**src/rtl/hilo_pkg.sv**
```systemverilog
// Shared types for the HI/LO multiply-divide unit: opcodes, divider FSM states, and the divide-op decode.
package hilo_pkg;

    typedef enum logic [3:0] {
        NOP   = 4'd0,
        MTHI  = 4'd1,
        MTLO  = 4'd2,
        MULT  = 4'd3,
        MULTU = 4'd4,
        DIV   = 4'd5,
        DIVU  = 4'd6,
        MADD  = 4'd7,
        MADDU = 4'd8,
        MSUB  = 4'd9,
        MSUBU = 4'd10
    } hilo_op_e;

    typedef enum logic [1:0] {
        IDLE = 2'd0,
        RUN  = 2'd1,
        FIX  = 2'd2
    } div_state_e;

    function automatic logic is_div(input hilo_op_e op);
        return (op == DIV) || (op == DIVU);
    endfunction

endpackage

```
**src/rtl/hilo_mdu_if.sv**
```systemverilog
// EX-stage request/response bundle for hilo_mdu; master is the pipeline, slave is the unit.
interface hilo_mdu_if #(parameter int DATA_W = 32);

    logic                  op_valid;
    hilo_pkg::hilo_op_e    op;
    logic [DATA_W-1:0]     src_a;
    logic [DATA_W-1:0]     src_b;
    logic                  flush;
    logic                  stall_o;
    logic                  busy_o;
    logic [DATA_W-1:0]     hi_o;
    logic [DATA_W-1:0]     lo_o;

    modport master (
        output op_valid, op, src_a, src_b, flush,
        input  stall_o, busy_o, hi_o, lo_o
    );

    modport slave (
        input  op_valid, op, src_a, src_b, flush,
        output stall_o, busy_o, hi_o, lo_o
    );

endinterface

```
**src/rtl/hilo_div_iter.sv**
```systemverilog
// Restoring divider datapath: loads magnitudes on i_start, one quotient bit per i_step, sign fix on outputs.
// Outputs are combinational from state; o_last flags the final iteration.
module hilo_div_iter #(
    parameter int DATA_W = 32,
    parameter int CNT_W  = $clog2(DATA_W) + 1
) (
    input  logic              clk,
    input  logic              rst,
    input  logic              i_start,
    input  logic              i_step,
    input  logic              i_signed,
    input  logic [DATA_W-1:0] i_a,
    input  logic [DATA_W-1:0] i_b,
    output logic              o_last,
    output logic [DATA_W-1:0] o_quot,
    output logic [DATA_W-1:0] o_rem
);

    logic [DATA_W-1:0] r_rem;
    logic [DATA_W-1:0] r_quot;
    logic [DATA_W-1:0] r_div;
    logic [DATA_W-1:0] r_raw_a;
    logic [CNT_W-1:0]  r_cnt;
    logic              r_neg_q;
    logic              r_neg_r;
    logic              r_dz;

    logic [DATA_W-1:0] w_abs_a;
    logic [DATA_W-1:0] w_abs_b;
    logic [DATA_W:0]   w_shift;
    logic [DATA_W:0]   w_diff;

    assign w_abs_a = (i_signed && i_a[DATA_W-1]) ? -i_a : i_a;
    assign w_abs_b = (i_signed && i_b[DATA_W-1]) ? -i_b : i_b;

    // A borrow out of the top bit means the trial subtract went negative: restore.
    assign w_shift = {r_rem, r_quot[DATA_W-1]};
    assign w_diff  = w_shift - {1'b0, r_div};

    always_ff @(posedge clk) begin
        if (rst) begin
            r_rem   <= '0;
            r_quot  <= '0;
            r_div   <= '0;
            r_raw_a <= '0;
            r_cnt   <= '0;
            r_neg_q <= 1'b0;
            r_neg_r <= 1'b0;
            r_dz    <= 1'b0;
        end else if (i_start) begin
            r_rem   <= '0;
            r_quot  <= w_abs_a;
            r_div   <= w_abs_b;
            r_raw_a <= i_a;
            r_cnt   <= '0;
            r_neg_q <= i_signed & (i_a[DATA_W-1] ^ i_b[DATA_W-1]);
            r_neg_r <= i_signed & i_a[DATA_W-1];
            r_dz    <= (i_b == '0);
        end else if (i_step) begin
            r_cnt <= r_cnt + CNT_W'(1);
            if (!w_diff[DATA_W]) begin
                r_rem  <= w_diff[DATA_W-1:0];
                r_quot <= {r_quot[DATA_W-2:0], 1'b1};
            end else begin
                r_rem  <= w_shift[DATA_W-1:0];
                r_quot <= {r_quot[DATA_W-2:0], 1'b0};
            end
        end
    end

    assign o_last = (r_cnt == CNT_W'(DATA_W - 1));
    // min/-1 needs no special case: |min| divides to min, and the sign flags cancel.
    assign o_quot = r_dz ? '1      : (r_neg_q ? -r_quot : r_quot);
    assign o_rem  = r_dz ? r_raw_a : (r_neg_r ? -r_rem  : r_rem);

endmodule

```
**src/rtl/hilo_mdu.sv**
```systemverilog
// HI/LO unit: moves and multiplies write at the accept edge; divides stall IF..EX for DATA_W+1 cycles, results land on the FIX edge.
// Optional multiply-accumulate (MADD/MADDU/MSUB/MSUBU) is built only when HILO_MADD_EN is defined.
module hilo_mdu
    import hilo_pkg::*;
#(
    parameter  int DATA_W = 32,
    localparam int CNT_W  = $clog2(DATA_W) + 1
) (
    input  logic       clk,
    input  logic       rst,
    hilo_mdu_if.slave  bus
);

    div_state_e          r_state;
    div_state_e          w_next_state;
    logic [DATA_W-1:0]   r_hi;
    logic [DATA_W-1:0]   r_lo;

    logic                w_accept;
    logic                w_div_start;
    logic                w_step;
    logic                w_stall;
    logic                w_last;
    logic [DATA_W-1:0]   w_quot;
    logic [DATA_W-1:0]   w_rem;

    logic                w_mul_signed;
    logic [2*DATA_W-1:0] w_ext_a;
    logic [2*DATA_W-1:0] w_ext_b;
    logic [2*DATA_W-1:0] w_prod;

    assign w_accept    = bus.op_valid && (r_state == IDLE) && !bus.flush;
    assign w_div_start = w_accept && is_div(bus.op);

    always_comb begin
        w_mul_signed = 1'b0;
        case (bus.op)
            MULT, MADD, MSUB: w_mul_signed = 1'b1;
            default:          w_mul_signed = 1'b0;
        endcase
    end

    // Truncated 2W x 2W product of extended operands equals the exact signed/unsigned product.
    assign w_ext_a = w_mul_signed ? {{DATA_W{bus.src_a[DATA_W-1]}}, bus.src_a} : {{DATA_W{1'b0}}, bus.src_a};
    assign w_ext_b = w_mul_signed ? {{DATA_W{bus.src_b[DATA_W-1]}}, bus.src_b} : {{DATA_W{1'b0}}, bus.src_b};
    assign w_prod  = w_ext_a * w_ext_b;

    hilo_div_iter #(.DATA_W(DATA_W), .CNT_W(CNT_W)) u_div (
        .clk      (clk),
        .rst      (rst),
        .i_start  (w_div_start),
        .i_step   (w_step),
        .i_signed (bus.op == DIV),
        .i_a      (bus.src_a),
        .i_b      (bus.src_b),
        .o_last   (w_last),
        .o_quot   (w_quot),
        .o_rem    (w_rem)
    );

    always_ff @(posedge clk) begin
        if (rst) r_state <= IDLE;
        else     r_state <= w_next_state;
    end

    always_comb begin
        w_next_state = r_state;
        if (bus.flush) begin
            w_next_state = IDLE;
        end else begin
            case (r_state)
                IDLE:    if (w_div_start) w_next_state = RUN;
                RUN:     if (w_last)      w_next_state = FIX;
                FIX:     w_next_state = IDLE;
                default: w_next_state = IDLE;
            endcase
        end
    end

    // Stall drops in FIX so the held divide retires on the same edge HI/LO are written.
    always_comb begin
        w_step  = (r_state == RUN);
        w_stall = w_div_start || ((r_state == RUN) && !bus.flush);
    end

    always_ff @(posedge clk) begin
        if (rst) begin
            r_hi <= '0;
            r_lo <= '0;
        end else if (w_accept) begin
            case (bus.op)
                MTHI:        r_hi <= bus.src_a;
                MTLO:        r_lo <= bus.src_a;
                MULT, MULTU: {r_hi, r_lo} <= w_prod;
`ifdef HILO_MADD_EN
                MADD, MADDU: {r_hi, r_lo} <= {r_hi, r_lo} + w_prod;
                MSUB, MSUBU: {r_hi, r_lo} <= {r_hi, r_lo} - w_prod;
`endif
                default: ;
            endcase
        end else if ((r_state == FIX) && !bus.flush) begin
            r_hi <= w_rem;
            r_lo <= w_quot;
        end
    end

    assign bus.stall_o = w_stall;
    assign bus.busy_o  = (r_state != IDLE);
    assign bus.hi_o    = r_hi;
    assign bus.lo_o    = r_lo;

endmodule
```
**src/flat_wrapper.sv**
```systemverilog
// flat-port wrapper written by rule: the top's interface ports become plain ports
module hilo_mdu_flat import hilo_pkg::*;
#(
    parameter  int DATA_W = 32,
    localparam int CNT_W  = $clog2(DATA_W) + 1
)
  (clk, rst, bus_op_valid, bus_op, bus_src_a, bus_src_b, bus_flush, bus_stall_o, bus_busy_o, bus_hi_o, bus_lo_o);
  hilo_mdu_if #(.DATA_W(DATA_W)) bus_i ();
  input  logic clk;
  input  logic rst;
  input wire logic [$bits(bus_i.op_valid)-1:0] bus_op_valid;
  input wire logic [$bits(bus_i.op)-1:0] bus_op;
  input wire logic [$bits(bus_i.src_a)-1:0] bus_src_a;
  input wire logic [$bits(bus_i.src_b)-1:0] bus_src_b;
  input wire logic [$bits(bus_i.flush)-1:0] bus_flush;
  output wire logic [$bits(bus_i.stall_o)-1:0] bus_stall_o;
  output wire logic [$bits(bus_i.busy_o)-1:0] bus_busy_o;
  output wire logic [$bits(bus_i.hi_o)-1:0] bus_hi_o;
  output wire logic [$bits(bus_i.lo_o)-1:0] bus_lo_o;
  assign bus_i.op_valid = bus_op_valid;
  assign bus_i.op = bus_op;
  assign bus_i.src_a = bus_src_a;
  assign bus_i.src_b = bus_src_b;
  assign bus_i.flush = bus_flush;
  assign bus_stall_o = bus_i.stall_o;
  assign bus_busy_o = bus_i.busy_o;
  assign bus_hi_o = bus_i.hi_o;
  assign bus_lo_o = bus_i.lo_o;
  hilo_mdu #(.DATA_W(DATA_W)) u_core (.clk(clk), .rst(rst), .bus(bus_i));
endmodule
```
**config.mk**
```make
export PLATFORM = sky130hd
export DESIGN_NAME = hilo_mdu_flat
export DESIGN_NICKNAME = d
export VERILOG_FILES = /design/src/rtl/hilo_pkg.sv /design/src/rtl/hilo_mdu_if.sv /design/src/rtl/hilo_div_iter.sv /design/src/rtl/hilo_mdu.sv /design/src/flat_wrapper.sv
export SDC_FILE = /design/constraint.sdc
export NUM_CORES = 2
export LEC_CHECK = 0
export CORE_MARGIN = 2
export CORE_UTILIZATION = 66
export DETAILED_ROUTE_END_ITERATION = 8
export HOLD_SLACK_MARGIN = 0.15
export PLACE_DENSITY = 0.84
export SLEW_MARGIN = 30
export SYNTH_ARGS = -nofsm -noshare
export SYNTH_HDL_FRONTEND = slang
export SYNTH_SLANG_ARGS = --single-unit
```
**constraint.sdc**
```tcl
create_clock -name clk -period 14.9 [get_ports clk]
set_input_delay 1.49 -clock clk [delete_from_list [all_inputs] [get_ports clk]]
set_output_delay 1.49 -clock clk [all_outputs]
set_load 0.01 [all_outputs]
```
==> key figures <==
Hold path
  – Hold Crit Class: flip-flop to flip-flop
  – Hold Startpoint: u_core.u_div.r_raw_a[6]
  – Hold Path Sink: u_core.u_div.r_raw_a[6]
  – Worst Hold Depth: 2

STA
  – Final setup violation count: 0
  – Slew margin rel.: 0.2996
  – Fin. max-slew vios: 0
  – Minimum clock period: 11.83 ns
  – F_max: approximately 85 MHz
  – Final hold slack: around 0.45 ns
  – Final period utilization: 0.7939
  – RSZ-0062 raised after global routing: no
  – Skew final: ~0.022 ns
  – Fin Setup TNS: 0 ns
  – Worst slew pin tran: roughly 1.0 ns
  – Final Hold Fails: 0

Yosys
  – Post-synthesis sequential area ratio: 0.06672
  – Post-synth EDFFs: 0
  – Synth Instances: between 6000 and 7000
  – Post-Syn Area: 0.06091 mm²
  – Distinct cells, synth: 78
  – Ys async rst share: 0
  – Synth Area per Inst: approximately 8.7 µm²
  – #FFs+latches synth: ~200
  – Synth Flop Type: dfxtp_1
  – Synth Warn #: 0
  – Net count after synthesis: between 8000 and 9000

Finish
  – Nets: 8666
  – Most frequent cells in the layout: inv_1, fa_1, nand2_1
  – Area Growth Syn to Fin: 4.268%
  – Commonest non-fill, non-tap cell in the layout: inv_1
  – Layout cell share with drive strength beyond 1: 0.03025

Die
  – Die span in x: slightly above 300 µm
  – FP Rows: 111
  – Vert. Die Dim: 307.8 µm
  – Initial cell density of the core: 0.6655
  – Core Area: between 0.09 and 0.1 mm²
  – Num ports: 138
  – Die area: between 0.09 and 0.1 mm²

Worst setup path
  – Kind of critical path: input pin to flip-flop
  – Crit path launch type: input pin
  – Worst-case reg-to-reg path depth: 13
  – Reg2Reg Launch Point: u_core.u_div.r_quot[31]
  – Slowest cell on crit path: fa_1
  – Critical Path RT: about 15 ns
  – Crit path DAT: around 12 ns
  – Most common cell on crit path: fa_1
  – Max FO, Critical Path: 24
  – Worst reg2reg endpoint: u_core.u_div.r_rem[1]
  – Crit end category: flip-flop
  – R2R Setup Slk: about 11 ns
  – CP peak stage delay: around 0.9 ns

Clock tree
  – Deepest clock path buffer count: 3
  – CTS buffer count: 20
  – Hold-fix buffers, CTS: 0
  – Clk_lat worst skew: about 0.53 ns
  – Post-CTS sizing: 0
  – Reg clk slew, reported paths: 0.07 ns
  – Post-CTS Setup Bufs: 0
  – Htree depth: 1
  – Clock tree sinks: 203
  – CTS root buffer: clkbuf_16
  – CTS tree: yes

Global routing
  – Initial antenna violation count: 11
  – Vias in the first global route: around 52000
  – Pin count of the biggest net entering global routing: 92
  – Global Route Usage Sum: 0.4099
  – Overflow after GRT: 0
  – Global-route wire length before repair: about 290000 µm

Status
  – Status: finished, final reports clean

Route
  – Pre-antenna DRT Iters: 8
  – Avg Vias per Cell: a little over 6
  – Avg WL per Cell: around 24 µm
  – Routed Antenna Nets: 0
  – Vias: between 40000 and 50000
  – DRC: 0
  – Initial DRC count: between 5000 and 6000
  – WL final: approximately 190000 µm

Place
  – Final GP Congestion: about 1.0
  – HPWL Detailed: ~150000 µm
  – Port bufs: ~140

Job
  – Max_cap viols: 0
==> area by class of cell <==
| cell class | instances | area, µm² |
|---|---|---|
| inverters | 1632 | 6126 |
| clock inverters | 10 | 138.9 |
| diodes | 5 | 12.51 |
| fillers | 7009 | 28010 |
| well taps | 1186 | 1484 |
| flip-flops and latches | 203 | 4066 |
| multi-input cells | 4744 | 49240 |
| clock buffers | 26 | 564.3 |
| repair buffers | 227 | 1874 |
==> stage by stage <==
| step | instances | cell area [µm²] | utilization | worst slack, ns |
|---|---|---|---|---|
| detailed placement | 7992 | 62780 | 0.6860 | 2.259 |
| finish | 8033 | 63510 | 0.6939 | 3.071 |
| global placement | 7992 | 62780 | 0.6860 | 2.359 |
| global route | 8029 | 63500 | 0.6938 | 2.534 |
| CTS | 8028 | 63490 | 0.6937 | 2.792 |
| floorplan | 6993 | 60910 | - | 4.093 |
==> cells in the mapped netlist (all sizes together), types with 29 or more instances <==
| cell | instances | area [µm²] |
|---|---|---|
| xnor2 | 136 | 1191 |
| and2 | 354 | 2215 |
| fa | 1420 | 28430 |
| a21oi | 233 | 1166 |
| nand2 | 1053 | 3953 |
| buf | 66 | 260.3 |
| o31ai | 29 | 222.7 |
| xor2 | 119 | 1042 |
| ha | 346 | 4329 |
| nand3 | 47 | 235.2 |
| nor3 | 44 | 220.2 |
| a311oi | 37 | 324.1 |
| and3 | 32 | 200.2 |
| nor2 | 223 | 837.1 |
| a211oi | 60 | 450.4 |
| o21ai | 154 | 770.7 |
| a31oi | 33 | 206.5 |
| a21o | 47 | 352.8 |
| clkbuf | 348 | 1306 |
| inv | 1630 | 6118 |
| or3 | 29 | 186.4 |
| dfxtp | 203 | 4064 |
| mux2i | 33 | 330.3 |
==> per-layer routing <==
metal	global-route usage	vias to the layer above	wire, µm
met5	0	-	24
met4	0.2036	4	11890
met3	0.09772	810	24740
met2	0.6489	3389	84800
met1	0.5316	24300	67440
li1	-	20670	-
==> state kept, by name (all words and copies together), names as in the netlist, 2 cells and up <==
name / count
u_core.u_div.r_raw_a: 32
u_core.bus.lo_o: 32
u_core.u_div.r_cnt: 6
u_core.bus.hi_o: 32
u_core.u_div.r_rem: 32
u_core.u_div.r_quot: 32
u_core.u_div.r_div: 32
u_core.r_state: 2
==> worst max-delay path: cells and delay by family <==
family | cells | cell delay [ns]
adder cells (fa/ha/maj) | 11 | 6.02
AND/OR/NAND/NOR | 7 | 2.37
buffers and inverters | 6 | 1.07
AO/OA/AOI/OAI | 4 | 0.96
XOR/XNOR | 1 | 0.16
multiplexers | 1 | 0.10
==> worst max path at each step <==
| stage | from | end | slack (ns) |
|---|---|---|---|
| 4_1_cts | bus_op[2] | u_core.bus.hi_o[30] | 2.79 |
| 5_1_grt | bus_op[2] | u_core.bus.hi_o[30] | 2.53 |
| 2_1_floorplan | bus_op[2] | u_core.bus.hi_o[20] | 4.09 |
| 3_5_place_dp | bus_op[2] | u_core.bus.hi_o[30] | 2.26 |
| 3_3_place_gp | bus_op[2] | u_core.bus.hi_o[30] | 2.36 |
| 6_report | bus_op[2] | u_core.bus.hi_o[30] | 3.07 |
==> logic make-up (layout without fill, tap and decap cells) <==
group | after synthesis | in the layout | share of synthesized area
AOI/OAI and AO/OA | 788 | 788 | 0.08471
adders and majority gates | 1767 | 1767 | 0.5379
muxes | 35 | 35 | 0.005793
DFF | 203 | 203 | 0.06672
xor gates and xnor gates | 255 | 255 | 0.03667
and+or+nand+nor | 1899 | 1899 | 0.1419
other | 0 | 5 | 0
buffers and inverters | 2046 | 1895 | 0.1263
Power is left out: the tool's default activity adds up to more than one toggle a clock period on the data nets, which glitch-free logic cannot reach.
